### src/rtl/cpu_periph_pkg.sv
// Shared definitions for the CPU peripheral slice: register map, TCON field
// positions and interrupt-controller state encodings.
package cpu_periph_pkg;

  localparam logic [31:0] ADDR_TH    = 32'h4000_0000;
  localparam logic [31:0] ADDR_TL    = 32'h4000_0004;
  localparam logic [31:0] ADDR_TCON  = 32'h4000_0008;
  localparam logic [31:0] ADDR_ISTAT = 32'h4000_000C;

  localparam int TCON_TEN       = 0;
  localparam int TCON_TIE       = 1;
  localparam int TCON_TPEND     = 2;
  localparam int TCON_EMASK_LSB = 4;
  localparam int TCON_EPEND_LSB = 8;
  localparam int NUM_EXT_IRQ    = 4;

  localparam logic [31:0] TL_MAX = 32'hFFFF_FFFF;

  typedef enum logic [1:0] {
    ST_IDLE    = 2'd0,
    ST_REQ     = 2'd1,
    ST_SERVICE = 2'd2
  } irq_state_e;

  // Assembles the TCON read view; bits not named here always read zero.
  function automatic logic [31:0] pack_tcon(
    input logic                   ten,
    input logic                   tie,
    input logic                   tpend,
    input logic [NUM_EXT_IRQ-1:0] emask,
    input logic [NUM_EXT_IRQ-1:0] epend
  );
    logic [31:0] v;
    v = '0;
    v[TCON_TEN]                         = ten;
    v[TCON_TIE]                         = tie;
    v[TCON_TPEND]                       = tpend;
    v[TCON_EMASK_LSB +: NUM_EXT_IRQ]    = emask;
    v[TCON_EPEND_LSB +: NUM_EXT_IRQ]    = epend;
    return v;
  endfunction

endpackage

### src/rtl/irq_timer.sv
// Free-running 32-bit timer: TL counts up while enabled and reloads from TH
// on wrap, emitting a one-cycle overflow pulse.
module irq_timer
  import cpu_periph_pkg::*;
(
  input  logic        clk,
  input  logic        reset,
  input  logic        ten_i,
  input  logic        th_we_i,
  input  logic        tl_we_i,
  input  logic [31:0] wdata_i,
  output logic [31:0] th_o,
  output logic [31:0] tl_o,
  output logic        ovf_o
);

  logic [31:0] th_q, th_d;
  logic [31:0] tl_q, tl_d;
  logic        at_max;

  assign at_max = (tl_q == TL_MAX);

  // A CPU write to TL wins over the reload, so it also suppresses the overflow.
  assign ovf_o = ten_i & at_max & ~tl_we_i;

  always_comb begin
    th_d = th_q;
    tl_d = tl_q;
    if (th_we_i) begin
      th_d = wdata_i;
    end
    if (tl_we_i) begin
      tl_d = wdata_i;
    end else if (ten_i) begin
      tl_d = at_max ? th_q : tl_q + 32'd1;
    end
  end

  always_ff @(posedge clk or negedge reset) begin
    if (!reset) begin
      th_q <= '0;
      tl_q <= '0;
    end else begin
      th_q <= th_d;
      tl_q <= tl_d;
    end
  end

  assign th_o = th_q;
  assign tl_o = tl_q;

endmodule

### src/rtl/irq_timer_ctrl.sv
// Memory-mapped timer plus interrupt request handshake with the CPU.
// Define IRQ_EXT_EN to enable the four external edge-triggered sources.
module irq_timer_ctrl
  import cpu_periph_pkg::*;
(
  input  logic                   clk,
  input  logic                   reset,
  input  logic                   rd,
  input  logic                   wr,
  input  logic [31:0]            addr,
  input  logic [31:0]            wdata,
  output logic [31:0]            rdata,
  input  logic                   pc31,
  input  logic [NUM_EXT_IRQ-1:0] irq_src,
  output logic                   irq
);

  logic th_we, tl_we, tcon_we;
  logic [31:0] th, tl;
  logic tmr_ovf;

  logic ten_q, ten_d;
  logic tie_q, tie_d;
  logic tpend_q, tpend_d;
  logic [NUM_EXT_IRQ-1:0] emask, epend;
  logic active;

  irq_state_e state_q, state_d;

  assign th_we   = wr && (addr == ADDR_TH);
  assign tl_we   = wr && (addr == ADDR_TL);
  assign tcon_we = wr && (addr == ADDR_TCON);

  irq_timer u_timer (
    .clk     (clk),
    .reset   (reset),
    .ten_i   (ten_q),
    .th_we_i (th_we),
    .tl_we_i (tl_we),
    .wdata_i (wdata),
    .th_o    (th),
    .tl_o    (tl),
    .ovf_o   (tmr_ovf)
  );

  // Pending bits: a new event in the same cycle beats a write-one-to-clear.
  always_comb begin
    ten_d   = ten_q;
    tie_d   = tie_q;
    tpend_d = tmr_ovf | (tpend_q & ~(tcon_we & wdata[TCON_TPEND]));
    if (tcon_we) begin
      ten_d = wdata[TCON_TEN];
      tie_d = wdata[TCON_TIE];
    end
  end

  always_ff @(posedge clk or negedge reset) begin
    if (!reset) begin
      ten_q   <= 1'b0;
      tie_q   <= 1'b0;
      tpend_q <= 1'b0;
    end else begin
      ten_q   <= ten_d;
      tie_q   <= tie_d;
      tpend_q <= tpend_d;
    end
  end

`ifdef IRQ_EXT_EN
  logic [NUM_EXT_IRQ-1:0] emask_q, emask_d;
  logic [NUM_EXT_IRQ-1:0] epend_q, epend_d;
  logic [NUM_EXT_IRQ-1:0] src_q;
  logic [NUM_EXT_IRQ-1:0] epend_clr;

  assign epend_clr = tcon_we ? wdata[TCON_EPEND_LSB +: NUM_EXT_IRQ] : '0;

  always_comb begin
    emask_d = tcon_we ? wdata[TCON_EMASK_LSB +: NUM_EXT_IRQ] : emask_q;
    epend_d = (irq_src & ~src_q) | (epend_q & ~epend_clr);
  end

  always_ff @(posedge clk or negedge reset) begin
    if (!reset) begin
      emask_q <= '0;
      epend_q <= '0;
      src_q   <= '0;
    end else begin
      emask_q <= emask_d;
      epend_q <= epend_d;
      src_q   <= irq_src;
    end
  end

  assign emask = emask_q;
  assign epend = epend_q;
`else
  logic unused_irq_src;

  assign unused_irq_src = ^irq_src;
  assign emask          = '0;
  assign epend          = '0;
`endif

  assign active = (tpend_q & tie_q) | (|(epend & emask));

  // SERVICE only exits in user mode, so a re-request always sees an IDLE cycle first.
  always_comb begin
    state_d = state_q;
    case (state_q)
      ST_IDLE: begin
        if (active && !pc31) begin
          state_d = ST_REQ;
        end
      end
      ST_REQ: begin
        if (pc31) begin
          state_d = ST_SERVICE;
        end else if (!active) begin
          state_d = ST_IDLE;
        end
      end
      ST_SERVICE: begin
        if (!pc31) begin
          state_d = ST_IDLE;
        end
      end
      default: state_d = ST_IDLE;
    endcase
  end

  always_ff @(posedge clk or negedge reset) begin
    if (!reset) begin
      state_q <= ST_IDLE;
    end else begin
      state_q <= state_d;
    end
  end

  assign irq = (state_q == ST_REQ);

  always_comb begin
    rdata = 32'h0;
    if (rd) begin
      case (addr)
        ADDR_TH:    rdata = th;
        ADDR_TL:    rdata = tl;
        ADDR_TCON:  rdata = pack_tcon(ten_q, tie_q, tpend_q, emask, epend);
        ADDR_ISTAT: rdata = {29'b0, irq, state_q};
        default:    rdata = 32'h0;
      endcase
    end
  end

endmodule

### config.mk
export PLATFORM = sky130hd
export DESIGN_NAME = irq_timer_ctrl
export DESIGN_NICKNAME = d
export VERILOG_FILES = /design/src/rtl/cpu_periph_pkg.sv /design/src/rtl/irq_timer.sv /design/src/rtl/irq_timer_ctrl.sv
export SDC_FILE = /design/constraint.sdc
export NUM_CORES = 1
export LEC_CHECK = 0
export ABC_AREA = 1
export CAP_MARGIN = 25
export CORE_AREA = 2 2 117 119
export DETAILED_ROUTE_END_ITERATION = 8
export DIE_AREA = 0 0 119 121
export GPL_TIMING_DRIVEN = 0
export PLACE_DENSITY = 0.65
export SYNTH_ARGS = -nofsm -noshare
export SYNTH_HDL_FRONTEND = slang
export SYNTH_SLANG_ARGS = --single-unit
### constraint.sdc
create_clock -name clk -period 2.1 [get_ports clk]
set_input_delay 0.42 -clock clk [delete_from_list [all_inputs] [get_ports clk]]
set_output_delay 0.42 -clock clk [all_outputs]
set_load 0.02 [all_outputs]
# Yosys cells after proc, flatten, opt, wreduce, memory -nomap -nowiden
# Cells that the tools add are included.
word_totals:
  ff_bits: 69
  input_bits: 73
classes:
  eq_ne: 10
  n_bitwise: 8
  n_addsub: 1
  n_mux: 10
  n_reduce_logical: 8
op_table:
  columns: ["op", "count"]
  rows:
  - ["== test 32 x 31 -> 1 bit (second input constant)", 4]
  - ["2-to-1 mux 32 bit", 4]
  - ["case mux 32 bit (4 select lines)", 1]
  - ["adder 32 x 1 -> 32 bit (second input constant)", 1]
  - ["== test 32 bit (second input constant)", 1]
  - ["2-to-1 mux 2 bit", 4]
  - ["case mux 2 bit (3 select lines)", 1]
  - ["AND 1 bit", 5]
  - ["logical AND 1 bit", 4]
  - ["inequality test 2 bit (second input constant)", 2]
  - ["inequality test 3 bit (second input constant)", 1]
  - ["AND reduction 3 bit", 1]
  - ["== test 2 x 1 -> 1 bit (second input constant)", 1]
  - ["== test 2 bit (second input constant)", 1]
  - ["zero test 2 bit", 1]
  - ["NOT 1 bit", 2]
  - ["nonzero test 2 bit", 1]
  - ["zero test 1 bit", 1]
  - ["OR 1 bit", 1]

# Logic depth before layout (Yosys ltp)
logic_depth:
  ltp_word: 6
  ltp_mapped: 12

# Cells and area by module
# From an unflattened synthesis, not the netlist that was laid out.
hier_totals:
  cells_unflattened: 763
  area_unflattened_um2: 5049.8
by_module_without_submodules:
  columns: ["mod", "seq_area_each_um2", "area_each_um2", "instances", "cells_each"]
  rows:
  - ["irq_timer", 1601.5, 4000.1, 1, 548]
  - ["irq_timer_ctrl", 125.1, 1049.8, 1, 215]

# Worst setup path after synthesis
# OpenSTA, ideal clock, no wires.
synth_timing:
  kind: "input-to-output"
  start: "input addr[15]"
  end: "output rdata[10]"
  arrival_time_ns: 1.679
  slack_ns: 0.001
  stages: 10
  t_required_ns: 1.680
  cell_sequence: "nor2_1 nand2_1 nor2_2 nand2_2 nor2_4 nor2_1 nand2_1 nand2_2 buf_2 nor2_1"
synth_between:
  elab_chain_len: 3
  elab_cells_between_ends: 6
  cone_classes: "eq/ne: 4; mux: 2"
synth_rtl:
  columns: ["element", "line_no", "source"]
  rows:
  - ["from (decl)", "irq_timer_ctrl.sv:10", "input logic [31:0] addr,"]
  - ["== test 32 x 31 -> 1 bit", "irq_timer_ctrl.sv:144", "case (addr)"]
  - ["case mux 32 bit (4 select lines) (*)", "irq_timer_ctrl.sv:144", null]
  - ["2-to-1 mux 32 bit (*)", "irq_timer_ctrl.sv:143", "if (rd) begin"]
  - ["to (decl)", "irq_timer_ctrl.sv:12", "output logic [31:0] rdata,"]
# Mark *: on every way between the ends. The rest lies on a longest branch, timed or not.

# Final worst setup path
layout_timing:
  start: "input addr[29]"
  end: "output rdata[9]"
# The elaborated chain is that of the path after synthesis.

==> results.md <==
Pwr:
- Total power for the finished layout comes to 3.10 mW.
- The analysis attributes to cell leakage a power of 3.44 nW.
- VDD sags by at most just over 0.3 mV.
- Dividing total power by cell area gives a power density of 410 nW/µm².

Yosys:
- During synthesis, Yosys emitted a total of 0 warnings.
- The unique cell type count in the Yosys netlist is 34.
- The area share of xor/xnor cells in the synthesized design is 1.71%.
- The area share of fa/ha/maj cells after synthesis is 0.244%.
- The post-synthesis area per instance is between 6 and 7 µm².
- The compound-gate portion of the synthesized area is slightly below 6%.
- After technology mapping, the gate count stands at ~800.
- The number of synthesized register bits is 69.
- The post-synthesis instance area is between 5000 and 6000 µm².
- The synthesized netlist net count is ~870.
- The sequential area share after synthesis is 33.7%.
- The combinational family with the most area after synthesis is simple AND/OR/NAND/NOR gates.
- The multiplexer area fraction after synthesis is 0%.
- Summing the areas of all and, or, nand and nor instances in the mapped netlist gives between 50% and 60% of the synthesized area.

Finish:
- The number of antenna repair diodes is 0.
- The final layout contains a little over 1000 nets.
- The area added between synthesis and finish is 47.8%.
- Of the cells placed in the final design, the portion with a size suffix greater than 1 is roughly 25%.
- The top cell types in the final layout, fill and taps aside, are sky130_fd_sc_hd__nand2_1 (283), sky130_fd_sc_hd__nand3_1 (137), sky130_fd_sc_hd__dfrtp_1 (69).
- The layout has about 1200 filler cells.
- The library cell used most frequently in the layout, excluding fill and tap cells, is sky130_fd_sc_hd__nand2_1.

Min path:
- The tightest min-delay check is of the in2async type.

Placed design:
- Buffers placed on the I/O ports in this run total roughly 100.
- The final weighted congestion in routability-driven placement is between 0.9 and 1.
- OpenSTA, run right after detailed placement, puts the worst setup slack at -1.20 ns.
- Summed over all nets, the half-perimeter wirelength after detailed placement is approximately 12 mm.

Timing:
- After layout, the worst path uses 111% of the clock period.
- The worst-case hold slack is -0.00700 ns.
- Once routing completed, OpenROAD measured the worst setup slack at -0.223 ns.
- The number of hold violations in the final report was 7.
- The actual slew at the worst max-slew pin is around 0.63 ns.
- The number of pins with negative max-slew slack in the final report was 0.
- Headroom to the max-slew limit came out at a little under 60%.
- Setup violations remaining at the end of the flow were counted as 32.
- Setup repair after global routing could not meet its margin everywhere.
- The worst path in the final design needs a cycle of around 2.3 ns, including I/O delays and setup.
- Across the routed clock network, the largest skew measured is about 0.0033 ns.
- For this run, the top clock speed supported by timing is 0.430 GHz.

Setup path:
- The worst register-to-register path ends at u_timer.tl_o[12]$_DFFE_PN0P_.
- The type of element capturing the critical path is a primary output.
- Along the worst path, the maximum fanout reaches 7.
- The worst register-to-register path begins at u_timer.tl_o[1]$_DFFE_PN0P_.
- The worst setup path is launched from an input pin.
- The critical path ends at rdata[9].
- On the worst path, the slowest cell contributes a delay of roughly 0.20 ns.
- Data on the critical path arrives at its endpoint at 1.90 ns.
- Data on the critical path is required at its endpoint by between 1.5 and 2 ns.
- The number of cell instances on the worst register-to-register path is 12.
- In this run the register-to-register setup slack is roughly 0.19 ns.
- The launching element of the worst setup path is addr[29].
- Walking the worst path, the cells encountered are buf_6, nor2_2, nand2_1, nor2_4, nand2_4, nor2_4, buf_6, nor2_4, nand2_2, nand2_8, clkbuf_16, nor2_4, buf_6.
- The start-to-end type of the worst setup path is in2out.
- The cell that appears most often on the critical path is sky130_fd_sc_hd__nor2_4.
- The library cell contributing the largest single delay on the critical path is sky130_fd_sc_hd__clkbuf_16.

Clock tree:
- Counting along the longest clock path gives a buffer depth of 2.
- The root buffer cell is sky130_fd_sc_hd__clkbuf_16.
- TritonCTS built the clock tree.
- Buffers inserted to repair hold after CTS numbered 0.
- After clock tree synthesis, the clock-pin slew on the worst setup and hold paths is 0.06 ns.
- The H-tree generated during clock tree synthesis spans 3 levels.
- The sink count of the clock tree is 69.
- For the worst-skew pair, the clock arrives at the later sink with an insertion delay of roughly 0.34 ns.
- In this run, CTS created clock tree buffers numbering 9.

Detailed routing:
- In the final routed layout, each cell accounts on average for ~16 µm.
- The total met2 wirelength after detailed routing is about 8.5 mm.
- The count of routing violations after the opening detailed-route iteration is ~450.
- Detailed routing placed a total of about 1.1 mm of wire on met3.
- The routed wire length is approximately 18 mm.
- Dividing the detail-routed via count by the number of cells gives 5.17.
- In the routed design, unresolved DRC markers number 0.
- Signal routing reaches up to met4.
- The routed layout has between 5000 and 6000 vias.
- The number of optimization iterations in the first detailed-route pass is 5.
- In the final routing, the length of wire on met1 measures approximately 7.9 mm.
- The remaining antenna violation count after routing is 0.

Outcome:
- The final reports fail on negative hold slack, negative setup slack.
- The run finished, with violations left.

Floorplanning:
- The height of the die is between 100 and 150 µm.
- In this run the count of I/O pins placed on the die edge is 106.
- From left edge to right edge, the die measures ~120 µm.
- The die area is roughly 14000 µm².
- The initial cell density of the core is about two fifths.
- The core area is 13100 µm².
- The number of rows created at floorplan is 42.

Global route:
- The number of global-route vias before repair is ~5400.
- The first global-routing pass estimated 28.3 mm of wire.
- For this run, the total global-route usage over all layers was measured as around a quarter.
- The number of antenna violations at the first check in global routing is 0.
- For this run the aggregate overflow at the end of global routing stands at 0.
- The largest net degree at the start of global routing is 46.

Run:
- The total of max-cap violations is 0.
[through the flow]
step                      setup TNS [ns]  std cells  util, %  area [µm²]  hold WS [ns]
after global placement           -182.21       1075     48.5        6350         0.481
after detailed placement          -54.03       1076     48.7        6380         0.363
after global routing               -8.77       1122     57.8        7570        0.0247
final                              -6.20       1122     57.8        7570      -0.00700
after floorplan                        0        798        -        5120         0.124
after CTS                          -4.99       1118     53.9        7050       0.00867
[sequential cells by signal, summed over array words and instances, names as in the netlist]
name,cells
u_timer.th_o,32
u_timer.tl_o,32
state_q,2
ten_q,1
tie_q,1
tpend_q,1
[logic make-up after synthesis]
kind of cell / Yosys count
compound gates: 44
xor+xnor: 10
fa+ha+maj: 1
buf+inv: 85
flops: 69
simple gates: 589
[layer usage]
metal  up-vias  global-route usage, %
li1       2862                      -
met1      2705                   33.4
met2       205                   41.0
met3        24                   3.57
met4         0                   7.81
met5         -                      0
[area by class of cell]
cell class                 instances  area (µm²)  share of cell area (%)
inverter                          52         200                    2.65
sequential                        69        1730                    22.8
clock buffer                      15         258                    3.41
buffer                            33         283                    3.74
multi-input combinational        645        3450                    45.6
tap                              176         220                    2.91
timing repair buffer             131        1400                    18.5
clock inverter                     1        30.0                   0.397
[critical path, delay by kind of cell]
family	cells	cell delay, ns
simple gates	9	0.94
buf+inv	4	0.53
[Yosys cell counts]
library cell / instances / share of area [%]
sky130_fd_sc_hd__nand2_1: 291 / 21
sky130_fd_sc_hd__nand3_1: 140 / 14
sky130_fd_sc_hd__nor2_1: 106 / 7.8
sky130_fd_sc_hd__dfrtp_1: 69 / 34
sky130_fd_sc_hd__inv_1: 40 / 2.9
sky130_fd_sc_hd__a22oi_1: 29 / 4.3
sky130_fd_sc_hd__buf_2: 19 / 1.9
sky130_fd_sc_hd__nand2_2: 16 / 2.0
sky130_fd_sc_hd__nand3b_1: 13 / 1.9
sky130_fd_sc_hd__clkbuf_1: 11 / 0.81
sky130_fd_sc_hd__o21ai_0: 10 / 0.98
sky130_fd_sc_hd__clkinv_1: 7 / 0.51
sky130_fd_sc_hd__nor2_2: 7 / 0.86
sky130_fd_sc_hd__xnor2_1: 6 / 1.0
sky130_fd_sc_hd__nor2_4: 5 / 1.1
sky130_fd_sc_hd__inv_2: 4 / 0.29
sky130_fd_sc_hd__xor2_1: 4 / 0.68
sky130_fd_sc_hd__nand2_4: 2 / 0.44
sky130_fd_sc_hd__nand4_1: 2 / 0.24
sky130_fd_sc_hd__nor2_8: 2 / 0.78
sky130_fd_sc_hd__nor3_1: 2 / 0.20
sky130_fd_sc_hd__a21o_1: 1 / 0.15
sky130_fd_sc_hd__a21oi_1: 1 / 0.098
sky130_fd_sc_hd__a21oi_2: 1 / 0.17
sky130_fd_sc_hd__buf_4: 1 / 0.15
sky130_fd_sc_hd__buf_6: 1 / 0.22
sky130_fd_sc_hd__buf_8: 1 / 0.29
sky130_fd_sc_hd__clkinv_4: 1 / 0.17
sky130_fd_sc_hd__ha_1: 1 / 0.24
sky130_fd_sc_hd__nand3_2: 1 / 0.20
sky130_fd_sc_hd__nand3b_4: 1 / 0.39
sky130_fd_sc_hd__nor3b_4: 1 / 0.37
sky130_fd_sc_hd__o21ai_1: 1 / 0.098
sky130_fd_sc_hd__o21bai_1: 1 / 0.15
[report_power, final]
group | internal, mW | total [mW] | switching, mW
registers | 1.33 | 1.33 | 0.0000000230
clock network | 0.955 | 1.53 | 0.573
logic | 0.132 | 0.246 | 0.114
[what timing repair did]
action                     CTS  global route
resized for setup          362           121
pin swaps                   33            35
cloned                       4             3
setup buffers               22             3
setup endpoints to repair   33            39
[worst min path at each step]
stage,to,slack (ns),cells past startpoint
2_1_floorplan,state_q[0]$_DFFE_PN0P_,0.12,0
3_3_place_gp,u_timer.th_o[21]$_DFFE_PN0P_,0.48,2
3_5_place_dp,u_timer.th_o[16]$_DFFE_PN0P_,0.36,1
4_1_cts,u_timer.th_o[16]$_DFFE_PN0P_,0.009,1
5_1_grt,u_timer.th_o[16]$_DFFE_PN0P_,0.02,1
6_report,u_timer.th_o[16]$_DFFE_PN0P_,-0.007,1
Power figures use the tool's default switching activity.
